`config.mk`:
```
export PLATFORM = sky130hd
export DESIGN_NAME = sort_result_streamer
export DESIGN_NICKNAME = d
export VERILOG_FILES = /design/src/rtl/sort_result_streamer.sv
export SDC_FILE = /design/constraint.sdc
export NUM_CORES = 2
export LEC_CHECK = 0
export CORE_AREA = 2 2 425 427
export CTS_CLUSTER_DIAMETER = 30
export DETAILED_ROUTE_END_ITERATION = 8
export DIE_AREA = 0 0 427 429
export GPL_TIMING_DRIVEN = 0
export PLACE_DENSITY = 0.77
export SYNTH_ARGS = -nofsm -noshare
export SYNTH_HDL_FRONTEND = slang
export SYNTH_SLANG_ARGS = --single-unit
```
`constraint.sdc`:
```
create_clock -name clk -period 117.2 [get_ports clk]
set_input_delay 29.3 -clock clk [delete_from_list [all_inputs] [get_ports clk]]
set_output_delay 29.3 -clock clk [all_outputs]
set_load 0.1 [all_outputs]
```
`src/rtl/sort_result_streamer.sv`:
```
// Ping-pong frame buffer between the sorter's wide parallel output and a
// one-word-per-cycle valid/ready stream; drops and counts frames when both banks are busy.
module sort_result_streamer #(
  parameter int LOG_INPUT  = 5,
  parameter int DATA_WIDTH = 32,
  parameter int REVERSE    = 0
) (
  input  logic                                  clk,
  input  logic                                  rst,
  input  logic                                  y_valid,
  input  logic [DATA_WIDTH*(2**LOG_INPUT)-1:0]  y,
  output logic                                  m_valid,
  input  logic                                  m_ready,
  output logic [DATA_WIDTH-1:0]                 m_data,
  output logic [LOG_INPUT-1:0]                  m_index,
  output logic                                  m_last,
  output logic                                  overflow,
  output logic [7:0]                            drop_count,
  output logic                                  busy
);

  localparam int N = 2 ** LOG_INPUT;
  localparam logic [LOG_INPUT-1:0] FIRST_IDX = (REVERSE != 0) ? LOG_INPUT'(N - 1) : '0;
  localparam logic [LOG_INPUT-1:0] LAST_IDX  = (REVERSE != 0) ? '0 : LOG_INPUT'(N - 1);
  localparam logic                 ONE_WORD  = (N == 1);

  typedef enum logic {IDLE, STREAM} state_t;

  state_t                  state_reg, state_next;
  logic [1:0]              full_reg, full_next;
  logic                    wr_sel_reg, wr_sel_next;
  logic                    rd_sel_reg, rd_sel_next;
  logic                    m_valid_reg, m_valid_next;
  logic [DATA_WIDTH-1:0]   m_data_reg, m_data_next;
  logic [LOG_INPUT-1:0]    m_index_reg, m_index_next;
  logic                    m_last_reg, m_last_next;
  logic                    overflow_reg, overflow_next;
  logic [7:0]              drop_count_reg, drop_count_next;

  logic [DATA_WIDTH-1:0]   bank_mem [0:1][0:N-1];
  logic [DATA_WIDTH-1:0]   y_word   [0:N-1];

  logic                    handshake, release_beat, accept, capture, drop;
  logic [LOG_INPUT-1:0]    next_idx;

  generate
    for (genvar gi = 0; gi < N; gi++) begin : g_unpack
      assign y_word[gi] = y[DATA_WIDTH*gi +: DATA_WIDTH];
    end
  endgenerate

  // A full bank can still take a frame if its last beat leaves on this very edge.
  assign handshake    = (state_reg == STREAM) && m_ready;
  assign release_beat = handshake && m_last_reg;
  assign accept       = !full_reg[wr_sel_reg] || (release_beat && (wr_sel_reg == rd_sel_reg));
  assign capture      = y_valid && accept;
  assign drop         = y_valid && !accept;
  assign next_idx     = (REVERSE != 0) ? m_index_reg - 1'b1 : m_index_reg + 1'b1;

  always_comb begin
    state_next      = state_reg;
    full_next       = full_reg;
    wr_sel_next     = wr_sel_reg;
    rd_sel_next     = rd_sel_reg;
    m_valid_next    = m_valid_reg;
    m_data_next     = m_data_reg;
    m_index_next    = m_index_reg;
    m_last_next     = m_last_reg;
    overflow_next   = overflow_reg;
    drop_count_next = drop_count_reg;

    if (release_beat) full_next[rd_sel_reg] = 1'b0;
    if (capture) begin
      full_next[wr_sel_reg] = 1'b1;
      wr_sel_next           = ~wr_sel_reg;
    end
    if (drop) begin
      overflow_next = 1'b1;
      if (drop_count_reg != 8'hFF) drop_count_next = drop_count_reg + 8'd1;
    end

    case (state_reg)
      IDLE: begin
        if (full_reg[rd_sel_reg]) begin
          m_data_next  = bank_mem[rd_sel_reg][FIRST_IDX];
          m_index_next = FIRST_IDX;
          m_last_next  = ONE_WORD;
          m_valid_next = 1'b1;
          state_next   = STREAM;
        end
      end
      STREAM: begin
        if (handshake && !m_last_reg) begin
          m_data_next  = bank_mem[rd_sel_reg][next_idx];
          m_index_next = next_idx;
          m_last_next  = (next_idx == LAST_IDX);
        end else if (release_beat) begin
          rd_sel_next = ~rd_sel_reg;
          // Next frame either already waits or lands right now (read it straight off y).
          if (full_reg[~rd_sel_reg]) begin
            m_data_next  = bank_mem[~rd_sel_reg][FIRST_IDX];
            m_index_next = FIRST_IDX;
            m_last_next  = ONE_WORD;
          end else if (capture && (wr_sel_reg != rd_sel_reg)) begin
            m_data_next  = y_word[FIRST_IDX];
            m_index_next = FIRST_IDX;
            m_last_next  = ONE_WORD;
          end else begin
            m_valid_next = 1'b0;
            m_last_next  = 1'b0;
            state_next   = IDLE;
          end
        end
      end
      default: state_next = IDLE;
    endcase
  end

  always_ff @(posedge clk) begin
    if (rst) begin
      state_reg      <= IDLE;
      full_reg       <= '0;
      wr_sel_reg     <= 1'b0;
      rd_sel_reg     <= 1'b0;
      m_valid_reg    <= 1'b0;
      m_data_reg     <= '0;
      m_index_reg    <= '0;
      m_last_reg     <= 1'b0;
      overflow_reg   <= 1'b0;
      drop_count_reg <= '0;
    end else begin
      state_reg      <= state_next;
      full_reg       <= full_next;
      wr_sel_reg     <= wr_sel_next;
      rd_sel_reg     <= rd_sel_next;
      m_valid_reg    <= m_valid_next;
      m_data_reg     <= m_data_next;
      m_index_reg    <= m_index_next;
      m_last_reg     <= m_last_next;
      overflow_reg   <= overflow_next;
      drop_count_reg <= drop_count_next;
    end
  end

  // Frame storage carries no reset; the full flags alone say what is valid.
  always_ff @(posedge clk) begin
    if (capture) begin
      for (int i = 0; i < N; i++) bank_mem[wr_sel_reg][i] <= y_word[i];
    end
  end

  assign m_valid    = m_valid_reg;
  assign m_data     = m_data_reg;
  assign m_index    = m_index_reg;
  assign m_last     = m_last_reg;
  assign overflow   = overflow_reg;
  assign drop_count = drop_count_reg;
  assign busy       = (|full_reg) || m_valid_reg;

endmodule

```
# == After elaboration in Yosys (flattened, before gate mapping) ==
# Memory sizes are Yosys's and may differ from the RTL's. A register that Yosys moved wholly into a read port is not among the register bits.
# Cells that the tools add are included.
# totals
out_inout_bits,49
word_cells,105
ramBits,2048
inputBits,1028
memories,1
regBits,53
# op_classes
order_cmp,6
reduce_logical,20
n_bitwise,8
mux,47
eq_ne,11
add_sub_neg,2
# mem_list
name,depth,width,read_ports,rd_clocked_by_memory_dff,wr,line_no,text
bank_mem,2,1024,2,1,1,40,logic [DATA_WIDTH-1:0] bank_mem [0:1][0:N-1];
# op_table
op,count
two-way mux 32 bit,7
binary-select mux 32 bit (select 5 bit),1
case mux 32 bit (2 select lines),1
two-way mux 1 bit,25
two-way mux 5 bit,5
case mux 5 bit (2 select lines),1
logical AND 1 bit,9
adder 8 x 1 -> 8 bit (second input constant),1
inequality test 2 bit (second input constant),4
inequality test 8 bit (second input constant),1
greater-or-equal comparator 6 bit (second input constant),1
less-than comparator 1 x 2 -> 1 bit (second input constant),3
NOT 5 -> 6 bit,1
case mux 1 bit (2 select lines),3
AND reduction 3 bit,2
adder 5 x 1 -> 5 bit (second input constant),1
equality test 5 bit (second input constant),1
AND reduction 5 bit,1
two-way mux 2 bit,2
inequality test 4 x 1 -> 1 bit (second input constant),1
NOT 1 bit,4
AND reduction 2 bit,2
zero test 1 bit,3
inequality test 3 x 1 -> 1 bit (second input constant),1
10 further kinds,13

# == Logic depth before layout (Yosys ltp) ==
# depth
ltp_word,11
mapped_depth,15
mapped_depth_nobuf,8

# == Worst setup path before layout ==
# No wires, ideal clock.
# synth_timing
path_kind,in2reg
from,input m_ready
to,"memory bank_mem[0][0] (netlist name), enable pin"
required_time_ns,114.643
arrival_ns,74.304
path_buffers,0
stages,3
setup_time_ns,2.557
slack_ns,40.339
path_cell_list,nand3_1 o21ai_0 nor2b_1
# synth_between
elab_chain_len,7
# synth_lines
element,line_no,text
from (decl),13,"input logic m_ready,"
logical AND 1 bit,53,assign handshake = (state_reg == STREAM) && m_ready;
logical AND 1 bit,54,assign release_beat = handshake && m_last_reg;
logical AND 1 bit,55,assign accept = !full_reg[wr_sel_reg] || (release_beat && (wr_sel_reg == rd_sel_reg));
logical OR 1 bit,55,
logical AND 1 bit,56,assign capture = y_valid && accept;
two-way mux 1 bit,147,if (capture) begin
two-way mux 1 bit (implied by the code),148,for (int i = 0; i < N; i++) bank_mem[wr_sel_reg][i] <= y_word[i];
to (decl),40,
# Every way passes these cells.

# == Final worst setup path ==
# layout_timing
from,register full_reg[1]
to,output busy
# layout_between
elab_chain_len,2
# layout_lines
element,line_no,text
from (decl),30,"logic [1:0] full_reg, full_next;"
from (signal assigned),133,full_reg <= full_next;
OR reduction 2 bit,158,assign busy = (|full_reg) || m_valid_reg;
logical OR 1 bit,158,
to (decl),19,output logic busy
# Every way passes these cells.

==> flow_summary.toml <==
[status]
run_status = "completed"

[timing]
fin_tns_setup_ps = 0
finalHoldViolations = 0
final.setup.worst_slack_ps = 83640
timing.final.setup_violations = 0
worst_pin_slew_ps = 1460
final_count_of_pins_violating_max_slew = 0
fmaxAchievable_mhz = 29.8
grt_setup_unrepaired = "false"
timing.final.crit_period_ps = 33560
final.setup_skew_ps = 68.3
fin_crit_sh = 0.286
slew-limit-headroom = 0.0253

[global_route]
grt_antenna_before_repair = 205
grt_start_max_net_pins = 35
grt_pass1_wl_mm = 433
gr-usage-met3 = 0.102
overflow_left_after_global_routing = 0
groute.usage.overall = 0.354
grt.met2_usage = 0.566
global_route.peak_usage_layer = "met2"
grt_pass1_vias = 52590
met1_usage = 0.396

[detailed_routing]
routed-via-count = 51490
routed_via_density = 6.20
routed_wirelength_mm = 329
drcViolationCount = 0
detail_route.iter0.violations = 6928
drt.antenna.violating_nets = 0
wl_per_cell_um = 39.6
detail_route.first_pass.iterations = 7

[placement]
io_buffer_count = 1076
place_ws_ps = 84110
dpl_cell_area_um2 = 97500
place_congestion = 0.938
dp_hpwl_mm = 235

[floorplan]
die-width_um = 427
core_region_area_um2 = 178000
io_pins = 1077
floorplan.die_area_um2 = 183000
rows = 155
floorplan.initialDensity = 0.461
die_height_um = 429

[clock_network]
clk_latency_ps = 990
clockBufferDepth = 4
clock_tree_from_tritoncts = "done"
cts-hold-fix-buffers = 0
clkTransAtPathRegs_ps = 50
post_cts_resize_count = 0
cts_buf_count = 415
cts.htree.levels = 5
clock_tree.root_cell = "clkbuf_16"
cts.sink_count = 2102
postCtsSetupBuffers = 0

[yosys]
yosys-top-cells-area = "edfxtp_1 75%, mux4_2 15%, mux2i_1 1.5%"
avgSynthCellArea_um2 = 21.2
post_synth_num_cell_types = 65
synth_edf_count = 2048
ys_seq_area_frac = 0.763
synth.ff_latch_count = 2102
post_synth_inst_count = 3863
synth_top_area_frac = 0.750
most_area_hungry_cell_type_in_the_yosys_netlist = "edfxtp_1"
yosys_most_used_dff = "edfxtp_1"
number_of_nets_produced_by_synthesis = 4894
warnings_from_yosys = 0
post_synth_instance_area_um2 = 82000
async_reset_ff_frac = 0

[min_path]
hold_end = "overflow"
holdPathStages = 2
hp-class = "flip-flop to flip-flop"
startpoint_of_the_worst_hold_path = "overflow"

[pwr]
power_switching_share = 0.227
seqPwrFrac = 0.395
cellInternalPower_uw = 1740
p_leak_uw = 0.0369
comb_power_share = 0.076
clkPwrFrac = 0.529
switching_power_total_uw = 513
ir_worst_vdd_mv = 0.0186
cellPowerDensity_nw_per_um2 = 20.1

[critical_path]
rr_endpoint = "m_data[12]"
length_in_cells_of_the_worst_reg_to_reg_path = 15
r2r_setup_slack_ps = 108610
critical_path.reg2reg.startpoint = "m_index[0]"
worst-path-max-fanout = 10
cp.required_ps = 87900
crit_arrival_ps = 4260
crit_path_end_kind = "output port"
start_kind = "flip-flop"
timing_worst_setup_path_type = "flip-flop to output port"

[cells_and_area]
area_used_by_multi_input_combinational_logic_um2 = 18100
drive_above_1_share = 0.252
layout.cell_area.non_filler_um2 = 112000
final_net_count = 6471
largest_register_ffs = 2048
syn_to_final_growth_pct = 36.7
ff_latch_area_um2 = 62600
fillCellCount = 11898

[job]
cap_violations = 0
## placed cells by master (no fill, tap or decap), types with 10 or more instances in the layout
master           synthesis  routed
mux4_2                 528     528
edfxtp_1              2048    2048
mux2_2                  20      20
clkdlybuf4s50_1          0    1076
buf_2                   73      73
a211oi_1                21      21
o21ai_0                 39      39
clkinv_4                 0      32
buf_1                   20      20
o22ai_1                 30      30
bufinv_16                0      63
nand4_1                 21      21
a21oi_1                 84      84
nor3_1                  27      26
and3_1                  25      25
nor2_1                  63      59
buf_6                   22      23
o32ai_1                 13      13
mux2i_1                124     124
a22oi_1                 39      39
clkinv_1                 2      48
clkinv_8                 0      11
diode_2                  0     175
clkinv_2                 0      61
a31oi_1                 23      23
buf_12                   9      74
buf_4                   33      34
nor4_1                  12      11
nor2b_1                 14      12
clkbuf_16                0     417
dfxtp_1                 54      54
nand2_1                266     266
o221ai_1                10      10
clkinvlp_4               0      49
clkbuf_1                60     101
inv_6                    0      14
buf_16                   0      13
nand3_1                 74      74
## layout make-up
type                       instances  area share
antenna                          175     0.00391
buffer                           220      0.0124
clock buffer                     470      0.0954
clock inverter                   283      0.0304
inverter                           9    0.000301
multi-input combinational       1532       0.161
sequential                      2102       0.558
tap                             2355      0.0263
timing repair buffer            1160       0.112
## worst max-delay path, stage by stage (launching register included)
cell	delay, ps
dfxtp_1	300
buf_2	270
buf_2	400
buf_1	660
or3_1	210
clkdlybuf4s50_1	1410
## synthesized netlist by cell type, types with 20 or more instances
| library cell | count |
|---|---|
| nor3_1 | 27 |
| clkbuf_1 | 60 |
| buf_1 | 20 |
| buf_2 | 73 |
| a21oi_1 | 84 |
| nand4_1 | 21 |
| nand2_1 | 266 |
| edfxtp_1 | 2048 |
| buf_4 | 33 |
| a22oi_1 | 39 |
| mux4_2 | 528 |
| nor2_1 | 63 |
| mux2i_1 | 124 |
| nand3_1 | 74 |
| and3_1 | 25 |
| mux2_2 | 20 |
| buf_6 | 22 |
| dfxtp_1 | 54 |
| o22ai_1 | 30 |
| o21ai_0 | 39 |
| a31oi_1 | 23 |
| a211oi_1 | 21 |
## through the flow
stage | hold WS (ps) | instances | utilization | power (uW)
after global routing | 514 | 8260 | 0.629 | 2300
after detailed placement | 471 | 7378 | 0.548 | 1070
after global placement | 457 | 7294 | 0.538 | 1190
after floorplan | 506 | 3863 | - | 1060
final | 482 | 8306 | 0.629 | 2260
after CTS | 481 | 8131 | 0.627 | 2260
## per-layer routing
| layer | part of all wire | up-vias |
|---|---|---|
| met4 | 0.092 | 84 |
| met5 | 0.0021 | - |
| met2 | 0.48 | 4069 |
| met1 | 0.32 | 26404 |
| li1 | - | 19828 |
| met3 | 0.11 | 1105 |
## power groups by stage
stage          logic [uW]  clock network [uW]  registers [uW]
2_1_floorplan        60.4                   0             995
3_3_place_gp          153                   0            1030
3_5_place_dp          167                   0             904
4_1_cts               169                1200             892
5_1_grt               176                1230             894
6_report              172                1190             892
## worst max-delay path by stage
stage	slack [ps]	end	from	cells after the start
2_1_floorplan	40340	bank_mem[0][0]	m_ready	3
3_3_place_gp	15160	bank_mem[0][196]	m_ready	4
3_5_place_dp	84110	m_data[25]	m_ready	8
4_1_cts	83640	busy	full_reg[1]	5
5_1_grt	83650	busy	full_reg[1]	5
6_report	83640	busy	full_reg[1]	5
## cell families (layout without fill, tap and decap cells)
family,Yosys count,in the layout,share of synthesized area
mux,673,673,0.163
compound gates,320,320,0.0258
xor+xnor,14,14,0.00168
fa+ha+maj,3,3,0.000458
buf+inv,229,2142,0.0173
other cells,0,175,0
simple gates,522,522,0.0285
flops,2102,2102,0.763
No activity file was read; power rests on OpenSTA's default activity.
